$ cat config.mk
export PLATFORM = sky130hd
export DESIGN_NAME = mem_access_ctrl_flat
export DESIGN_NICKNAME = d
export VERILOG_FILES = /design/src/rtl/mem_access_ctrl_pkg.sv /design/src/rtl/mem_access_ctrl_if.sv /design/src/rtl/mem_lane_unit.sv /design/src/rtl/mem_access_ctrl.sv /design/src/flat_wrapper.sv
export VERILOG_INCLUDE_DIRS = /design/src /design/src/rtl
export SDC_FILE = /design/constraint.sdc
export NUM_CORES = 1
export LEC_CHECK = 0
export CORE_MARGIN = 2
export CORE_UTILIZATION = 40
export CTS_CLUSTER_DIAMETER = 30
export CTS_CLUSTER_SIZE = 12
export DETAILED_ROUTE_END_ITERATION = 8
export GPL_TIMING_DRIVEN = 0
export PLACE_DENSITY_LB_ADDON = 0.25
export SYNTH_ARGS = -nofsm -noshare
export SYNTH_HDL_FRONTEND = slang
export SYNTH_SLANG_ARGS = --single-unit
$ cat constraint.sdc
create_clock -name clk -period 5.2 [get_ports clk]
set_clock_uncertainty 0.2 [all_clocks]
set_input_delay 1.04 -clock clk [delete_from_list [all_inputs] [get_ports clk]]
set_output_delay 1.04 -clock clk [all_outputs]
set_load 0.01 [all_outputs]
$ cat src/rtl/op_def.sv
// MIPS load/store primary opcodes shared across the core.
`ifndef OP_DEF_SV
`define OP_DEF_SV
`define OP_LB  6'h20
`define OP_LH  6'h21
`define OP_LW  6'h23
`define OP_LBU 6'h24
`define OP_LHU 6'h25
`define OP_SB  6'h28
`define OP_SH  6'h29
`define OP_SW  6'h2B
`endif

$ cat src/rtl/mem_access_ctrl_pkg.sv
// State encoding, byte-lane constants and opcode helpers for the
// data-memory access sequencer.
`include "op_def.sv"

package mem_access_ctrl_pkg;

  localparam logic [1:0] S_IDLE  = 2'd0;
  localparam logic [1:0] S_ISSUE = 2'd1;
  localparam logic [1:0] S_RESP  = 2'd2;

  localparam logic [3:0] BE_BYTE0 = 4'b0001;
  localparam logic [3:0] BE_BYTE1 = 4'b0010;
  localparam logic [3:0] BE_BYTE2 = 4'b0100;
  localparam logic [3:0] BE_BYTE3 = 4'b1000;
  localparam logic [3:0] BE_HALF0 = 4'b0011;
  localparam logic [3:0] BE_HALF1 = 4'b1100;
  localparam logic [3:0] BE_WORD  = 4'b1111;

  function automatic logic is_store(input logic [5:0] op);
    return (op == `OP_SB) || (op == `OP_SH) || (op == `OP_SW);
  endfunction

endpackage

$ cat src/rtl/mem_access_ctrl_if.sv
// Request, response and data-memory signals of the access sequencer;
// master is the surrounding core/memory, slave is the sequencer.
interface mem_access_ctrl_if #(
  parameter int ADDR_W = 12
);
  logic              req_valid;
  logic              req_ready;
  logic [5:0]        req_op;
  logic [31:0]       req_addr;
  logic [31:0]       req_wdata;
  logic              resp_valid;
  logic              resp_ready;
  logic [31:0]       resp_rdata;
  logic              resp_err;
  logic              mem_en;
  logic              mem_we;
  logic [3:0]        mem_be;
  logic [ADDR_W-1:0] mem_addr;
  logic [31:0]       mem_wdata;
  logic [31:0]       mem_rdata;
  logic              mem_ack;

  modport master (
    output req_valid, req_op, req_addr, req_wdata, resp_ready, mem_rdata, mem_ack,
    input  req_ready, resp_valid, resp_rdata, resp_err,
           mem_en, mem_we, mem_be, mem_addr, mem_wdata
  );

  modport slave (
    input  req_valid, req_op, req_addr, req_wdata, resp_ready, mem_rdata, mem_ack,
    output req_ready, resp_valid, resp_rdata, resp_err,
           mem_en, mem_we, mem_be, mem_addr, mem_wdata
  );
endinterface

$ cat src/rtl/mem_lane_unit.sv
// Combinational byte-lane logic: byte enables, lane-replicated store data,
// sign/zero-extended load data and alignment/opcode error.
`include "op_def.sv"

module mem_lane_unit
  import mem_access_ctrl_pkg::*;
(
  input  logic [5:0]  op,
  input  logic [1:0]  addr,
  input  logic [31:0] wdata,
  input  logic [31:0] rdata,
  output logic [3:0]  be,
  output logic [31:0] lane_wdata,
  output logic [31:0] ext_rdata,
  output logic        err
);

  logic [7:0]  byte_sel;
  logic [15:0] half_sel;
  logic [3:0]  byte_be;

  always_comb begin
    // NOTE: every output gets a default first so no path can infer a latch.
    byte_sel = rdata[7:0];
    byte_be  = BE_BYTE0;
    case (addr)
      2'd1: begin byte_sel = rdata[15:8];  byte_be = BE_BYTE1; end
      2'd2: begin byte_sel = rdata[23:16]; byte_be = BE_BYTE2; end
      2'd3: begin byte_sel = rdata[31:24]; byte_be = BE_BYTE3; end
      default: ;
    endcase
    half_sel = addr[1] ? rdata[31:16] : rdata[15:0];
  end

  always_comb begin
    be         = 4'b0000;
    lane_wdata = 32'h0;
    ext_rdata  = 32'h0;
    err        = 1'b0;
    case (op)
      `OP_LB:  begin be = byte_be; ext_rdata = {{24{byte_sel[7]}}, byte_sel}; end
      `OP_LBU: begin be = byte_be; ext_rdata = {24'h0, byte_sel}; end
      `OP_SB:  begin be = byte_be; lane_wdata = {4{wdata[7:0]}}; end
      `OP_LH: begin
        be        = addr[1] ? BE_HALF1 : BE_HALF0;
        err       = addr[0];
        ext_rdata = {{16{half_sel[15]}}, half_sel};
      end
      `OP_LHU: begin
        be        = addr[1] ? BE_HALF1 : BE_HALF0;
        err       = addr[0];
        ext_rdata = {16'h0, half_sel};
      end
      `OP_SH: begin
        be         = addr[1] ? BE_HALF1 : BE_HALF0;
        err        = addr[0];
        lane_wdata = {2{wdata[15:0]}};
      end
      `OP_LW:  begin be = BE_WORD; err = (addr != 2'd0); ext_rdata = rdata; end
      `OP_SW:  begin be = BE_WORD; err = (addr != 2'd0); lane_wdata = wdata; end
      default: err = 1'b1;
    endcase
  end

endmodule

$ cat src/rtl/mem_access_ctrl.sv
// Multicycle load/store sequencer: latches one request, drives the
// variable-latency data memory until ack, then holds the response.
module mem_access_ctrl
  import mem_access_ctrl_pkg::*;
#(
  parameter int ADDR_W = 12
) (
  input  logic              clk,
  input  logic              rst_n,
  mem_access_ctrl_if.slave  bus
);

  logic [1:0]        state;
  logic [5:0]        op_q;
  logic [ADDR_W-1:0] addr_q;
  logic [31:0]       wdata_q;
  logic [3:0]        be_q;
  logic              err_q;
  logic [31:0]       rdata_q;

  logic [5:0]  lane_op;
  logic [1:0]  lane_addr;
  logic [3:0]  lane_be;
  logic [31:0] lane_wdata;
  logic [31:0] lane_rdata;
  logic        lane_err;
  logic        idle;
  logic        issue;
  logic        unused_addr;

  assign idle  = (state == S_IDLE);
  assign issue = (state == S_ISSUE);

  // One lane unit serves both the request (in IDLE) and the read capture (in ISSUE).
  assign lane_op   = idle ? bus.req_op        : op_q;
  assign lane_addr = idle ? bus.req_addr[1:0] : addr_q[1:0];

  mem_lane_unit u_lane (
    .op         (lane_op),
    .addr       (lane_addr),
    .wdata      (bus.req_wdata),
    .rdata      (bus.mem_rdata),
    .be         (lane_be),
    .lane_wdata (lane_wdata),
    .ext_rdata  (lane_rdata),
    .err        (lane_err)
  );

  assign unused_addr = ^bus.req_addr[31:ADDR_W];

  always_ff @(posedge clk) begin
    // NOTE: state registers use non-blocking assignments so every flop samples
    // pre-edge values; reset is synchronous and clears all of them.
    if (!rst_n) begin
      state   <= S_IDLE;
      op_q    <= 6'h0;
      addr_q  <= '0;
      wdata_q <= 32'h0;
      be_q    <= 4'h0;
      err_q   <= 1'b0;
      rdata_q <= 32'h0;
    end else begin
      case (state)
        S_IDLE: begin
          if (bus.req_valid) begin
            op_q    <= bus.req_op;
            addr_q  <= bus.req_addr[ADDR_W-1:0];
            wdata_q <= lane_wdata;
            be_q    <= lane_be;
            err_q   <= lane_err;
            rdata_q <= 32'h0;
            state   <= lane_err ? S_RESP : S_ISSUE;
          end
        end
        S_ISSUE: begin
          if (bus.mem_ack) begin
            rdata_q <= lane_rdata;
            state   <= S_RESP;
          end
        end
        S_RESP: begin
          if (bus.resp_ready) state <= S_IDLE;
        end
        default: state <= S_IDLE;
      endcase
    end
  end

  assign bus.req_ready  = idle;
  assign bus.resp_valid = (state == S_RESP);
  assign bus.resp_rdata = bus.resp_valid ? rdata_q : 32'h0;
  assign bus.resp_err   = bus.resp_valid & err_q;

  // Memory side is forced to zero outside ISSUE.
  assign bus.mem_en    = issue;
  assign bus.mem_we    = issue & is_store(op_q);
  assign bus.mem_be    = issue ? be_q : 4'h0;
  assign bus.mem_addr  = issue ? {addr_q[ADDR_W-1:2], 2'b00} : '0;
  assign bus.mem_wdata = issue ? wdata_q : 32'h0;

endmodule
$ cat src/flat_wrapper.sv
// flat-port wrapper written by rule: the top's interface ports become plain ports
module mem_access_ctrl_flat import mem_access_ctrl_pkg::*;
#(
  parameter int ADDR_W = 12
)
  (clk, rst_n, bus_req_valid, bus_req_op, bus_req_addr, bus_req_wdata, bus_resp_ready, bus_mem_rdata, bus_mem_ack, bus_req_ready, bus_resp_valid, bus_resp_rdata, bus_resp_err, bus_mem_en, bus_mem_we, bus_mem_be, bus_mem_addr, bus_mem_wdata);
  mem_access_ctrl_if #(.ADDR_W(ADDR_W)) bus_i ();
  input  logic clk;
  input  logic rst_n;
  input wire logic [$bits(bus_i.req_valid)-1:0] bus_req_valid;
  input wire logic [$bits(bus_i.req_op)-1:0] bus_req_op;
  input wire logic [$bits(bus_i.req_addr)-1:0] bus_req_addr;
  input wire logic [$bits(bus_i.req_wdata)-1:0] bus_req_wdata;
  input wire logic [$bits(bus_i.resp_ready)-1:0] bus_resp_ready;
  input wire logic [$bits(bus_i.mem_rdata)-1:0] bus_mem_rdata;
  input wire logic [$bits(bus_i.mem_ack)-1:0] bus_mem_ack;
  output wire logic [$bits(bus_i.req_ready)-1:0] bus_req_ready;
  output wire logic [$bits(bus_i.resp_valid)-1:0] bus_resp_valid;
  output wire logic [$bits(bus_i.resp_rdata)-1:0] bus_resp_rdata;
  output wire logic [$bits(bus_i.resp_err)-1:0] bus_resp_err;
  output wire logic [$bits(bus_i.mem_en)-1:0] bus_mem_en;
  output wire logic [$bits(bus_i.mem_we)-1:0] bus_mem_we;
  output wire logic [$bits(bus_i.mem_be)-1:0] bus_mem_be;
  output wire logic [$bits(bus_i.mem_addr)-1:0] bus_mem_addr;
  output wire logic [$bits(bus_i.mem_wdata)-1:0] bus_mem_wdata;
  assign bus_i.req_valid = bus_req_valid;
  assign bus_i.req_op = bus_req_op;
  assign bus_i.req_addr = bus_req_addr;
  assign bus_i.req_wdata = bus_req_wdata;
  assign bus_i.resp_ready = bus_resp_ready;
  assign bus_i.mem_rdata = bus_mem_rdata;
  assign bus_i.mem_ack = bus_mem_ack;
  assign bus_req_ready = bus_i.req_ready;
  assign bus_resp_valid = bus_i.resp_valid;
  assign bus_resp_rdata = bus_i.resp_rdata;
  assign bus_resp_err = bus_i.resp_err;
  assign bus_mem_en = bus_i.mem_en;
  assign bus_mem_we = bus_i.mem_we;
  assign bus_mem_be = bus_i.mem_be;
  assign bus_mem_addr = bus_i.mem_addr;
  assign bus_mem_wdata = bus_i.mem_wdata;
  mem_access_ctrl #(.ADDR_W(ADDR_W)) u_core (.clk(clk), .rst_n(rst_n), .bus(bus_i));
endmodule
==> results of run 1 <==
[flip-flops by register name, summed over array words and instances, names as in the netlist]
name / flops
u_core.err_q: 1
u_core.rdata_q: 32
u_core.addr_q: 12
u_core.be_q: 4
u_core.wdata_q: 32
u_core.op_q: 6
u_core.state: 2
[logic make-up after synthesis]
| group | Yosys count | share of synthesized area (%) |
|---|---|---|
| AND/OR/NAND/NOR | 243 | 27.0 |
| multiplexers | 12 | 2.70 |
| flip-flops | 89 | 36.3 |
| other | 1 | 0.0764 |
| buffers and inverters | 51 | 5.02 |
| AO/OA/AOI/OAI | 188 | 28.9 |
[worst paths after layout]
| kind | startpoint | to | cells after the start |
|---|---|---|---|
| hold reg to reg | u_core.rdata_q[15] | u_core.rdata_q[15] | 2 |
| hold / removal | u_core.rdata_q[15] | u_core.rdata_q[15] | 2 |
| setup / recovery | u_core.state[0] | bus_mem_wdata[30] | 7 |
| setup reg to reg | u_core.state[1] | u_core.rdata_q[12] | 10 |
[Yosys cell counts, drive strengths merged (4+ instances only)]
library cell  count
a21oi            28
a221oi           20
nor2b            15
o21ai            33
nand2b            6
mux2i             8
a21boi           23
nor3              8
dfxtp            89
inv               7
nand2            73
nor4              6
a22o              4
and2             95
clkbuf           32
nor2             15
a22oi            23
o211ai            4
a221o            21
a21o              4
buf              12
mux2              4
nand3             8
[worst max-delay path, cell delays in order (launching register included)]
cell and delay (ns):
dfxtp_1 0.46, buf_2 0.27, inv_1 0.10, nor2_1 0.16, clkbuf_1 0.45, clkbuf_1 0.41, and2_1 0.22, clkdlybuf4s50_1 0.54
[area by class of cell]
class / count / area, um2 / share of cell area (%)
clock inverter: 7 / 92.6 / 1.30
buffer: 44 / 218 / 3.07
sequential: 89 / 1780 / 25.1
multi-input combinational: 445 / 2890 / 40.7
clock buffer: 9 / 225 / 3.17
timing repair buffer: 168 / 1680 / 23.7
tap: 147 / 184 / 2.59
inverter: 7 / 28.8 / 0.405
[power groups by stage]
stage                     combinational, mW  clock [mW]  sequential [mW]
after global routing                  0.346       0.737            0.716
after detailed placement              0.315           0            0.729
after global placement                0.310           0            0.728
final                                 0.322       0.704            0.715
after floorplan                       0.168           0            0.725
after CTS                             0.317       0.703            0.714
[through the flow]
stage	instances	worst slack, ns
after floorplan	585	2.07
after global placement	900	1.14
after detailed placement	900	1.09
after CTS	916	1.03
after global routing	916	0.846
final	916	0.998
[routing by layer]
metal,share of wire [%],vias to the layer above,track usage [%]
met3,7.4,38,4.06
met1,42,2525,33.6
met5,0,-,0
met4,3.5,0,12.8
met2,47,270,44.4
li1,-,2487,-
[placed cells by master, fill, tap and decap left out, types with 8 or more instances in the layout]
cell type        synthesis  layout
clkdlybuf4s50_1          0     168
and2_1                  94      94
dfxtp_1                 89      89
nand2_1                 73      73
clkbuf_1                32      32
o21ai_0                 30      30
a21oi_1                 28      28
a22oi_1                 23      23
a21boi_0                23      23
a221oi_1                20      20
nor2_1                  15      15
nor2b_1                 15      15
a221o_1                 13      13
clkbuf_16                0       9
nand3_1                  8       8
a221o_2                  8       8
==> impl_metrics.toml, run 1 <==
[detailed_routing]
wl_per_cell_um = 19.1
drt-total-wl_mm = 17.5
drtIter0Drc = 436
route.detailed.drc = 0
ant_nets = 0
via_count = 5320
first_pass_iters = 5
via_per_inst = 5.81

[power]
p_total_mw = 1.74
p_seq_share_pct = 41.1
p_sw_share_pct = 27.6
leakagePower_nw = 2.50
intPower_mw = 1.26
switching_power_uw = 480
power.density_mw_per_mm2 = 245
clkPwrFrac_pct = 40.4
peakVddDrop_mv = 0.151
combPwrFrac_pct = 18.5

[sta]
relSlewSlack_pct = 17.5
drv_slew = 0
rsz0062_at_grt = "no"
hold_violations = 0
period_minus_slack_ns = 4.20
hold_ws_ns = 0.260
fmax_ghz = 0.238
finalSetupViolations = 0
tns_ns = 0
tightest_slew_ns = 1.23
fin_crit_sh_pct = 80.8

[finish]
drive_above_1_share_pct = 6.89
nNetsFinal = 871
area_growth_pct = 44.5
final_area_mm2 = 0.00710
antenna_cells = 0
n_fill_cell = 1065
fin_util_pct = 59.1

[outcome]
status = "finished, final reports clean"

[clock_network]
cts_setup_buffers = 0
clk_pin_slew_ns = 0.07
cts_hold_repair.buffers = 0
clock-root-buffer = "clkbuf_16"
ctsHtreeMaxLevel = 3
cts.sinks = 89
cts_made_buffers = 9
clkLatencyLatePin_ns = 0.35
cts_tree = "done"
cts_resized = 0
clockBufferDepth = 2

[die]
rows = 40
die_area_mm2 = 0.0132
core_mm2 = 0.0120
fp.dieH_um = 115
die_x_um = 115
num_io_pins = 192
start_util_pct = 40.9

[synth]
yosysSeqAreaShare_pct = 36.3
netlist_area_mm2 = 0.00491
synth_seq_cells = 89
netlist.top_cell.by_area = "dfxtp_1"
syn_inst = 584
yosysWarnings = 0
synth.area.top_cells = "dfxtp_1, and2_1, nand2_1"
yosysTopAreaCellShare_pct = 36.3
async_reset_ff_share_pct = 0
synth-main-ff-cell = "dfxtp_1"
ys_types = 64
synth_edf_count = 0
syn_avg_cell_area_um2 = 8.41

[placed_design]
dp_hpwl_mm = 13.3
place_congestion = 0.951
io_buffers = 168
dpl_cell_area_mm2 = 0.00678

[setup_path]
crit_type = "reg -> out"
reg2reg_slack_ns = 1.89
end_kind = "primary output"
cp_max_fo = 10
cp-start-kind = "flip-flop"
crit_required_ns = 3.96
cp.arrival_ns = 2.96

[grt]
antenna_found_initial = 0
grt_util_all_layers_pct = 26.5
grt_max_degree = 16
first_global_vias = 5233
grt_pass1_wl_mm = 27.4
grt_overflow = 0

[worst_hold_path]
hold_class = "reg -> reg"

[run]
drv_cap = 0
(Power assumes the default switching activity.)
==> inputs of run 2 (changes only) <==
- clock period: 5.2 -> 3.77 ns (I/O delays scaled with it)
==> impl_metrics.toml, run 2 (synthesis results as in run 1) <==
[detailed_routing]
via_per_inst = 5.80
drt-total-wl_mm = 17.5
via_count = 5310
route.detailed.drc = 0
ant_nets = 0
first_pass_iters = 5
wl_per_cell_um = 19.1
drtIter0Drc = 472

[setup_path]
slowest_delay_ns = 0.55
timing.rr.start = "u_core.state[1]"
cp_max_fo = 10
cp.buffers_inverters = 5
reg2reg_slack_ns = 0.50
critical_path.top_delay_family = "buffers and inverters"
slowest_stage = "clkdlybuf4s50_1"
r2r-end = "u_core.rdata_q[8]"
ff2ff_path_depth = 10
crit_required_ns = 2.82
path_cells = "buf_2, inv_1, nor2_1, clkbuf_2, clkbuf_2, and2_1, clkdlybuf4s50_1"
path_common_cell = "clkbuf_2"
end_kind = "primary output"
cp.arrival_ns = 2.66
crit_type = "reg -> out"
cp-start-kind = "flip-flop"

[finish]
area_growth_pct = 44.9
final_common_cell = "clkdlybuf4s50_1"
nNetsFinal = 871
multi_input_area_mm2 = 0.00290
seqCellArea_mm2 = 0.00178
antenna_cells = 0
largestRegisters = "u_core.rdata_q: 32 flops, u_core.wdata_q: 32 flops, u_core.addr_q: 12 flops"
layout_common_cells = "clkdlybuf4s50_1, and2_1, dfxtp_1"
final_area_mm2 = 0.00711
drive_above_1_share_pct = 7.67
n_fill_cell = 1061

[power]
power.density_mw_per_mm2 = 338
switching_power_uw = 662
clkPwrFrac_pct = 40.3
peakVddDrop_mv = 0.206
p_sw_share_pct = 27.5
combPwrFrac_pct = 18.6
p_seq_share_pct = 41.0
intPower_mw = 1.74
leakagePower_nw = 2.52

[clock_network]
clkLatencyLatePin_ns = 0.35
clock-root-buffer = "clkbuf_16"
clockBufferDepth = 2
cts.sinks = 89
ctsHtreeMaxLevel = 3
cts_tree = "done"
clk_pin_slew_ns = 0.07
cts_made_buffers = 9

[sta]
relSlewSlack_pct = 18.4
tightest_slew_ns = 1.21
fin_crit_sh_pct = 95.8
fmax_ghz = 0.277
finalSetupViolations = 0
hold_violations = 0
drv_slew = 0
rsz0062_at_grt = "no"
tns_ns = 0
period_minus_slack_ns = 3.61

[grt]
grt_util_all_layers_pct = 26.5
grt_pass1_wl_mm = 27.4
antenna_found_initial = 0
first_global_vias = 5248
grt_overflow = 0
grt_max_degree = 16

[worst_hold_path]
hold_depth = 2
holdPathEnd = "u_core.rdata_q[15]"
hp-start = "u_core.rdata_q[15]"
hold_class = "reg -> reg"

[die]
die_area_mm2 = 0.0132
core_mm2 = 0.0120
rows = 40
fp.dieH_um = 115
start_util_pct = 40.9
die_x_um = 115
num_io_pins = 192

[placed_design]
dpl_cell_area_mm2 = 0.00678
dp_hpwl_mm = 13.3
place_congestion = 0.951
io_buffers = 168

[run]
drv_cap = 0

[outcome]
status = "finished, final reports clean"
## run 2: cell counts in the layout (fill, tap and decap cells not counted)
Identical to the previous run, type by type.
## run 2: worst max path at each step
stage,from,to,slack (ns),depth (start not counted)
floorplan,bus_req_op[4],u_core.rdata_q[23],0.93,7
global placement,bus_req_op[5],u_core.rdata_q[4],-0.002,8
detailed placement,bus_req_op[5],u_core.rdata_q[4],-0.06,8
CTS,u_core.state[0],bus_mem_wdata[30],0.07,7
global route,u_core.state[0],bus_mem_wdata[30],0.006,7
finish,u_core.state[0],bus_mem_wdata[30],0.16,7
## run 2: power by group through the flow
stage                     Sequential, mW  Clock (mW)  Combinational [mW]
after CTS                          0.985       0.970               0.438
after global routing               0.988        1.01               0.480
after detailed placement            1.01           0               0.434
final                              0.986       0.969               0.447
after global placement              1.00           0               0.428
after floorplan                     1.00           0               0.232
## run 2: cell type report
cell class	count	area share (%)
clock buffers	9	3.17
inverters	7	0.405
plain buffers	44	3.13
multi-input cells	445	40.7
flip-flops and latches	89	25.0
well taps	147	2.59
clock inverters	7	1.30
repair buffers	168	23.6
## run 2: repair_timing
action,CTS,global route
setup endpoints to repair,39,32
gates cloned,0,0
hold buffers,0,0
gates resized for setup,2,8
setup buffers,0,0
## run 2: per-layer routing
layer | up-vias | global-route usage [%] | routed length [um]
li1 | 2481 | - | -
met1 | 2482 | 33.4 | 7210
met2 | 302 | 44.5 | 8180
met3 | 45 | 4.27 | 1480
met4 | 0 | 12.9 | 643
met5 | - | 0 | 0
## run 2: tightest hold or removal path: cells and delay by family (launching register included)
family	cells	cell delay [ns]
compound gates	1	0.06
flops	1	0.33
simple gates	1	0.05
## run 2: through the flow
stage / hold WS (ns) / instances / power [mW] / setup WS (ns) / util (%)
after global routing: 0.291 / 916 / 2.48 / 0.00584 / 59.2
after detailed placement: 0.257 / 900 / 1.44 / -0.0563 / 56.4
after global placement: 0.248 / 900 / 1.43 / -0.00226 / 56.4
after floorplan: 0.217 / 585 / 1.23 / 0.926 / -
final: 0.260 / 916 / 2.40 / 0.157 / 59.2
after CTS: 0.268 / 916 / 2.39 / 0.0721 / 59.1
